`src/rtl/conv_tap_streamer.sv`:
```
// conv_tap_streamer
// Producer side of the convolution product stream. Takes one 3x3 pixel
// window per handshake and emits TAPS signed products (pixel * stored
// kernel coefficient) serially, one per downstream beat, with last framing.
//
// Ports
//   clk        rising-edge clock
//   rst        synchronous active-high reset
//   win_pix    window pixels, tap k at [k*PIX_W +: PIX_W], raster order
//   win_valid  window present
//   win_ready  window accepted when win_valid && win_ready
//   coef_data  signed kernel coefficients, tap k at [k*COEF_W +: COEF_W]
//   coef_load  load coef_data into the coefficient registers
//   coef_drop  one-cycle pulse: coef_load ignored because a window is in flight
//   out_prod   signed product of the current tap
//   out_valid  out_prod valid
//   out_last   marks tap TAPS-1 of the window
//   out_ready  downstream accepts beat when out_valid && out_ready
//   busy       high while streaming a window
//
// state  | meaning
// IDLE   | no window held, waiting for win_valid (coefficients may load)
// STREAM | emitting the taps of the held window

module conv_tap_streamer #(
    parameter int PIX_W  = 8,
    parameter int COEF_W = 5,
    parameter int TAPS   = 9,
    localparam int PROD_W = PIX_W + COEF_W + 1
) (
    input  logic                     clk,
    input  logic                     rst,
    input  logic [TAPS*PIX_W-1:0]    win_pix,
    input  logic                     win_valid,
    output logic                     win_ready,
    input  logic [TAPS*COEF_W-1:0]   coef_data,
    input  logic                     coef_load,
    output logic                     coef_drop,
    output logic [PROD_W-1:0]        out_prod,
    output logic                     out_valid,
    output logic                     out_last,
    input  logic                     out_ready,
    output logic                     busy
);

    localparam int IDX_W = (TAPS > 1) ? $clog2(TAPS) : 1;
    localparam logic [IDX_W-1:0] LAST_IDX = IDX_W'(TAPS - 1);

    typedef enum logic {IDLE, STREAM} state_t;

    state_t                    r_state;
    logic [IDX_W-1:0]          r_idx;
    logic [PIX_W-1:0]          r_win  [TAPS];
    logic signed [COEF_W-1:0]  r_coef [TAPS];
    logic signed [PROD_W-1:0]  r_prod;
    logic                      r_valid;
    logic                      r_last;
    logic                      r_drop;

    logic                      w_boundary;
    logic                      w_accept;
    logic [IDX_W-1:0]          w_nidx;
    logic signed [PROD_W-1:0]  w_prod_first;
    logic signed [PROD_W-1:0]  w_prod_next;

    // Pixel is zero-extended to make it signed; PROD_W is wide enough that
    // the product is exact for every pixel/coefficient pair.
    function automatic logic signed [PROD_W-1:0] tap_prod(
        input logic [PIX_W-1:0]         pix,
        input logic signed [COEF_W-1:0] coef
    );
        logic signed [PIX_W:0] w_spix;
        w_spix = {1'b0, pix};
        return PROD_W'(w_spix) * PROD_W'(coef);
    endfunction

    // Last beat being taken this cycle: the only STREAM cycle where a new
    // window or a new coefficient set may come in.
    assign w_boundary = (r_state == STREAM) && r_valid && r_last && out_ready;
    assign win_ready  = !rst && !coef_load && ((r_state == IDLE) || w_boundary);
    assign w_accept   = win_valid && win_ready;

    // Clamp avoids indexing past the window on the last tap.
    assign w_nidx       = (r_idx == LAST_IDX) ? '0 : r_idx + IDX_W'(1);
    assign w_prod_first = tap_prod(win_pix[PIX_W-1:0], r_coef[0]);
    assign w_prod_next  = tap_prod(r_win[w_nidx], r_coef[w_nidx]);

    always_ff @(posedge clk) begin
        if (rst) begin
            r_state <= IDLE;
            r_idx   <= '0;
            r_prod  <= '0;
            r_valid <= 1'b0;
            r_last  <= 1'b0;
            r_drop  <= 1'b0;
            for (int k = 0; k < TAPS; k++) begin
                r_coef[k] <= '0;
                r_win[k]  <= '0;
            end
        end else begin
            r_drop <= 1'b0;
            if (coef_load) begin
                if ((r_state == IDLE) || w_boundary) begin
                    for (int k = 0; k < TAPS; k++) begin
                        r_coef[k] <= coef_data[k*COEF_W +: COEF_W];
                    end
                end else begin
                    r_drop <= 1'b1;
                end
            end

            if (w_accept) begin
                for (int k = 0; k < TAPS; k++) begin
                    r_win[k] <= win_pix[k*PIX_W +: PIX_W];
                end
                r_prod  <= w_prod_first;
                r_valid <= 1'b1;
                r_last  <= (TAPS == 1);
                r_idx   <= '0;
                r_state <= STREAM;
            end else if ((r_state == STREAM) && r_valid && out_ready) begin
                if (r_last) begin
                    r_valid <= 1'b0;
                    r_last  <= 1'b0;
                    r_state <= IDLE;
                end else begin
                    r_prod <= w_prod_next;
                    r_idx  <= w_nidx;
                    r_last <= (w_nidx == LAST_IDX);
                end
            end
        end
    end

    assign out_prod  = r_prod;
    assign out_valid = r_valid;
    assign out_last  = r_last;
    assign coef_drop = r_drop;
    assign busy      = (r_state == STREAM);

endmodule
```
`config.mk`:
```
export PLATFORM = sky130hd
export DESIGN_NAME = conv_tap_streamer
export DESIGN_NICKNAME = d
export VERILOG_FILES = /design/src/rtl/conv_tap_streamer.sv
export SDC_FILE = /design/constraint.sdc
export NUM_CORES = 1
export LEC_CHECK = 0
export ABC_AREA = 1
export CORE_MARGIN = 2
export CORE_UTILIZATION = 50
export CTS_CLUSTER_SIZE = 24
export DETAILED_ROUTE_END_ITERATION = 10
export GPL_ROUTABILITY_DRIVEN = 1
export PLACE_DENSITY = 0.84
export SETUP_SLACK_MARGIN = 0.4
export SLEW_MARGIN = 5
export SYNTH_ARGS = -nofsm -noshare
export SYNTH_HDL_FRONTEND = slang
export SYNTH_SLANG_ARGS = --single-unit
```
`constraint.sdc`:
```
create_clock -name clk -period 4.87 [get_ports clk]
set_input_delay 0.7305 -clock clk [delete_from_list [all_inputs] [get_ports clk]]
set_output_delay 0.7305 -clock clk [all_outputs]
set_load 0.01 [all_outputs]
```
==> results.py, run 1 <==
metrics = {
    "timing": {
        "max_clock_freq_ghz": 0.207,
        "rsz0062_at_grt": "true",
        "final-setup-viol-count": 0,
        "slew_headroom": 0.302,
        "period_needed_ns": 4.83,
        "finalMaxSlewViolations": 0,
        "hold_slack_ns": 0.492,
        "hold_viol_final": 0,
        "finalClockSkew_ns": 0.00828,
        "post-route-period-util": 0.992,
        "worst_slew_pin_slew_ns": 1.04,
    },
    "status": {
        "status": "completed",
    },
    "placed_design": {
        "hpwlAfterDp_um": 17400,
        "gp_congestion": 0.988,
        "dpl_cell_area_um2": 10900,
        "port_buffers": 140,
    },
    "power_and_ir_drop": {
        "power.net_switching_mw": 1.61,
        "swShare": 0.352,
        "internal_power_mw": 2.97,
        "seq_power_share": 0.312,
        "combPwrFrac": 0.396,
        "p_leak_nw": 5.89,
        "power_density_nw_per_um2": 376,
        "vdd_ir_drop_max_mv": 0.300,
        "clkPwrFrac": 0.293,
    },
    "floorplan": {
        "initial_core_util": 0.513,
        "dieArea_um2": 19700,
        "fp.dieH_um": 140,
        "die_w_um": 140,
        "io_pins": 141,
        "placementRows": 49,
        "core_um2": 18100,
    },
    "clock_tree": {
        "cts_buffers": 17,
        "clockBufferDepth": 2,
        "cts_sinks": 138,
        "htree_levels": 4,
        "clk_pin_slew_ns": 0.06,
        "clk_latency_ns": 0.44,
        "tritoncts": "built",
        "clock_tree.root_cell": "clkbuf_16",
    },
    "synth": {
        "ys_seq_area_frac": 0.424,
        "synth.distinct_cells": 37,
        "syn_nets": 1348,
        "yosysWarningCount": 0,
        "async_reset_ff_frac": 0,
        "synth-edff-count": 117,
        "synthFlopType": "edfxtp_1",
        "ys_ff_latch": 138,
        "synth_cells": 1130,
        "synth.avg_cell_area_um2": 8.21,
        "syn_area_um2": 9280,
    },
    "cells_and_area": {
        "finish.instance_area_um2": 12200,
        "multi_input_area_um2": 4510,
        "ff_latch_area_um2": 3940,
        "postLayoutCoreUtil": 0.673,
        "syn2layout_area_growth_pct": 31.2,
        "drive_gt1_frac": 0.117,
        "nNetsFinal": 1511,
        "fill_cells": 1267,
        "final_cell_mix": "inv_1 (223), nand2_1 (201), nor2_1 (169), clkdlybuf4s50_1 (140), edfxtp_1 (117)",
        "final_common_cell": "inv_1",
        "n_antenna_cell": 0,
    },
    "grt": {
        "grt_usage": 0.269,
        "grt_pass1_wl_um": 41500,
        "grt_pass1_vias": 8574,
        "antenna_found_initial": 0,
        "grt_max_degree": 78,
        "overflow": 0,
    },
    "setup_path": {
        "worst_setup_path_end_kind": "flop",
        "reg2reg_slack_ns": 0.04,
        "cp_cell_sequence": "inv_2 -> ha_4 -> nand3_4 -> nand2_8 -> inv_8 -> buf_6 -> o211ai_1 -> nand3_2 -> nand3_4 -> o21ai_4 -> inv_4 -> nand2_2 -> fa_1 -> fa_1 -> fa_2 -> inv_2 -> ha_4 -> nand2_2 -> o211ai_1 -> nand3_1 -> nand2_1 -> o21ai_1 -> o21ai_1 -> a21oi_1",
        "cp-start-kind": "flop",
        "cpPeakStageDelay_ns": 0.60,
        "slowest_stage": "fa_2",
        "reg2reg_depth": 24,
        "worstPathArrival_ns": 5.15,
        "path_max_fanout": 6,
        "crit_type": "flop to flop",
        "required_ns": 5.18,
        "cp.buffers_inverters": 5,
        "cp_top_family": "adder cells",
        "cp_num_cells": 24,
    },
    "detailed_routing": {
        "antenna_left": 0,
        "vias": 8397,
        "first_pass_iters": 6,
        "wl_um": 26000,
        "via_per_inst": 5.47,
        "drt_iter0_markers": 983,
        "wl_per_cell_um": 16.9,
        "remaining_drc_errors": 0,
    },
    "min_path": {
        "min_delay_path_depth": 2,
        "hold_class": "flop to flop",
    },
    "flow_run": {
        "cap_violations": 0,
    },
}
[routing by layer]
metal | track usage | vias to the layer above | wire length [um]
li1 | - | 3885 | -
met1 | 0.314 | 3867 | 9430
met2 | 0.469 | 539 | 13100
met3 | 0.0629 | 106 | 2410
met4 | 0.127 | 0 | 1100
met5 | 0 | - | 0
[Yosys cell counts, types with 2 or more instances]
cell type | instances | area [um2]
nand3_1 | 114 | 571
o21ai_0 | 20 | 100
clkbuf_1 | 15 | 56.3
buf_2 | 9 | 45.0
inv_1 | 229 | 860
a211oi_1 | 3 | 22.5
buf_4 | 3 | 22.5
o211ai_1 | 7 | 52.6
o21bai_1 | 5 | 37.5
a21oi_1 | 28 | 140
nand2_2 | 4 | 25.0
a31oi_1 | 5 | 31.3
inv_2 | 11 | 41.3
edfxtp_1 | 117 | 3510
nor3_1 | 2 | 10.0
nand2_1 | 211 | 792
or2_2 | 9 | 56.3
o21ai_2 | 5 | 43.8
clkinv_1 | 2 | 7.51
o21ai_1 | 4 | 20.0
fa_1 | 38 | 761
nand4_1 | 7 | 43.8
nor2_1 | 174 | 653
o221ai_1 | 2 | 17.5
buf_6 | 4 | 45.0
ha_1 | 58 | 726
a21o_1 | 4 | 30.0
xor2_1 | 3 | 26.3
dfxtp_1 | 21 | 420
buf_1 | 9 | 33.8
[power groups by stage]
| stage | Clock, mW | Combinational, mW | Sequential [mW] |
|---|---|---|---|
| final | 1.34 | 1.81 | 1.43 |
| after global routing | 1.39 | 1.99 | 1.43 |
| after CTS | 1.33 | 1.67 | 1.42 |
| after detailed placement | 0 | 1.37 | 1.45 |
| after global placement | 0 | 1.32 | 1.45 |
| after floorplan | 0 | 0.942 | 1.43 |
[worst min-delay path, cell delays in order, from the launching register on]
cell     delay, ns
dfxtp_1       0.31
nand2_1       0.06
a31oi_1       0.07
[flip-flops by register name (all words and copies together) (netlist names)]
register,flops
coef_drop,1
out_last,1
out_prod,14
out_valid,1
r_coef,45
r_idx,4
r_win,72
[metrics by stage]
stage / power (mW) / TNS (ns) / worst slack [ns] / instances
after CTS: 4.43 / 0 / 0.354 / 1527
after floorplan: 2.37 / 0 / 0.379 / 1130
after global placement: 2.77 / 0 / 0.0113 / 1478
final: 4.58 / 0 / 0.0393 / 1535
after global routing: 4.82 / -0.219 / -0.0836 / 1535
after detailed placement: 2.81 / -0.0797 / -0.0797 / 1478
[cell type report]
class                   instances  area share
clock buffers                  18      0.0352
flip-flops and latches        138       0.323
multi-input cells             710       0.370
clock inverters                14      0.0139
well taps                     229      0.0235
repair buffers                184       0.158
inverters                     242      0.0765
[kinds of logic after synthesis]
kind of cell,synth area share
and+or+nand+nor,0.237
buffers and inverters,0.120
DFF,0.424
adders and majority gates,0.160
AOI/OAI and AO/OA,0.0557
xor gates and xnor gates,0.00283
[what timing repair did]
action,in CTS,in global routing
setup buffers,13,8
cloned,4,0
pin swaps,24,15
resized for setup,75,12
endpoints found under the hold margin,0,0
hold buffers,0,0
endpoints found under the setup margin,8,8
[final timing paths]
check,from,to
hold reg to reg,out_prod[1]$_SDFFE_PP0P_,out_prod[1]$_SDFFE_PP0P_
hold / removal,out_prod[1]$_SDFFE_PP0P_,out_prod[1]$_SDFFE_PP0P_
setup / recovery,r_idx[1]$_SDFFE_PP0P_,out_prod[10]$_SDFFE_PP0P_
setup reg to reg,r_idx[1]$_SDFFE_PP0P_,out_prod[10]$_SDFFE_PP0P_
(Power assumes the default switching activity.)
==> run 2, diff against run 1 <==
CTS_CLUSTER_SIZE = unset   (was 24)
==> results of run 2 <==
The final DEF is identical to that of run 1; final timing and power are the same.
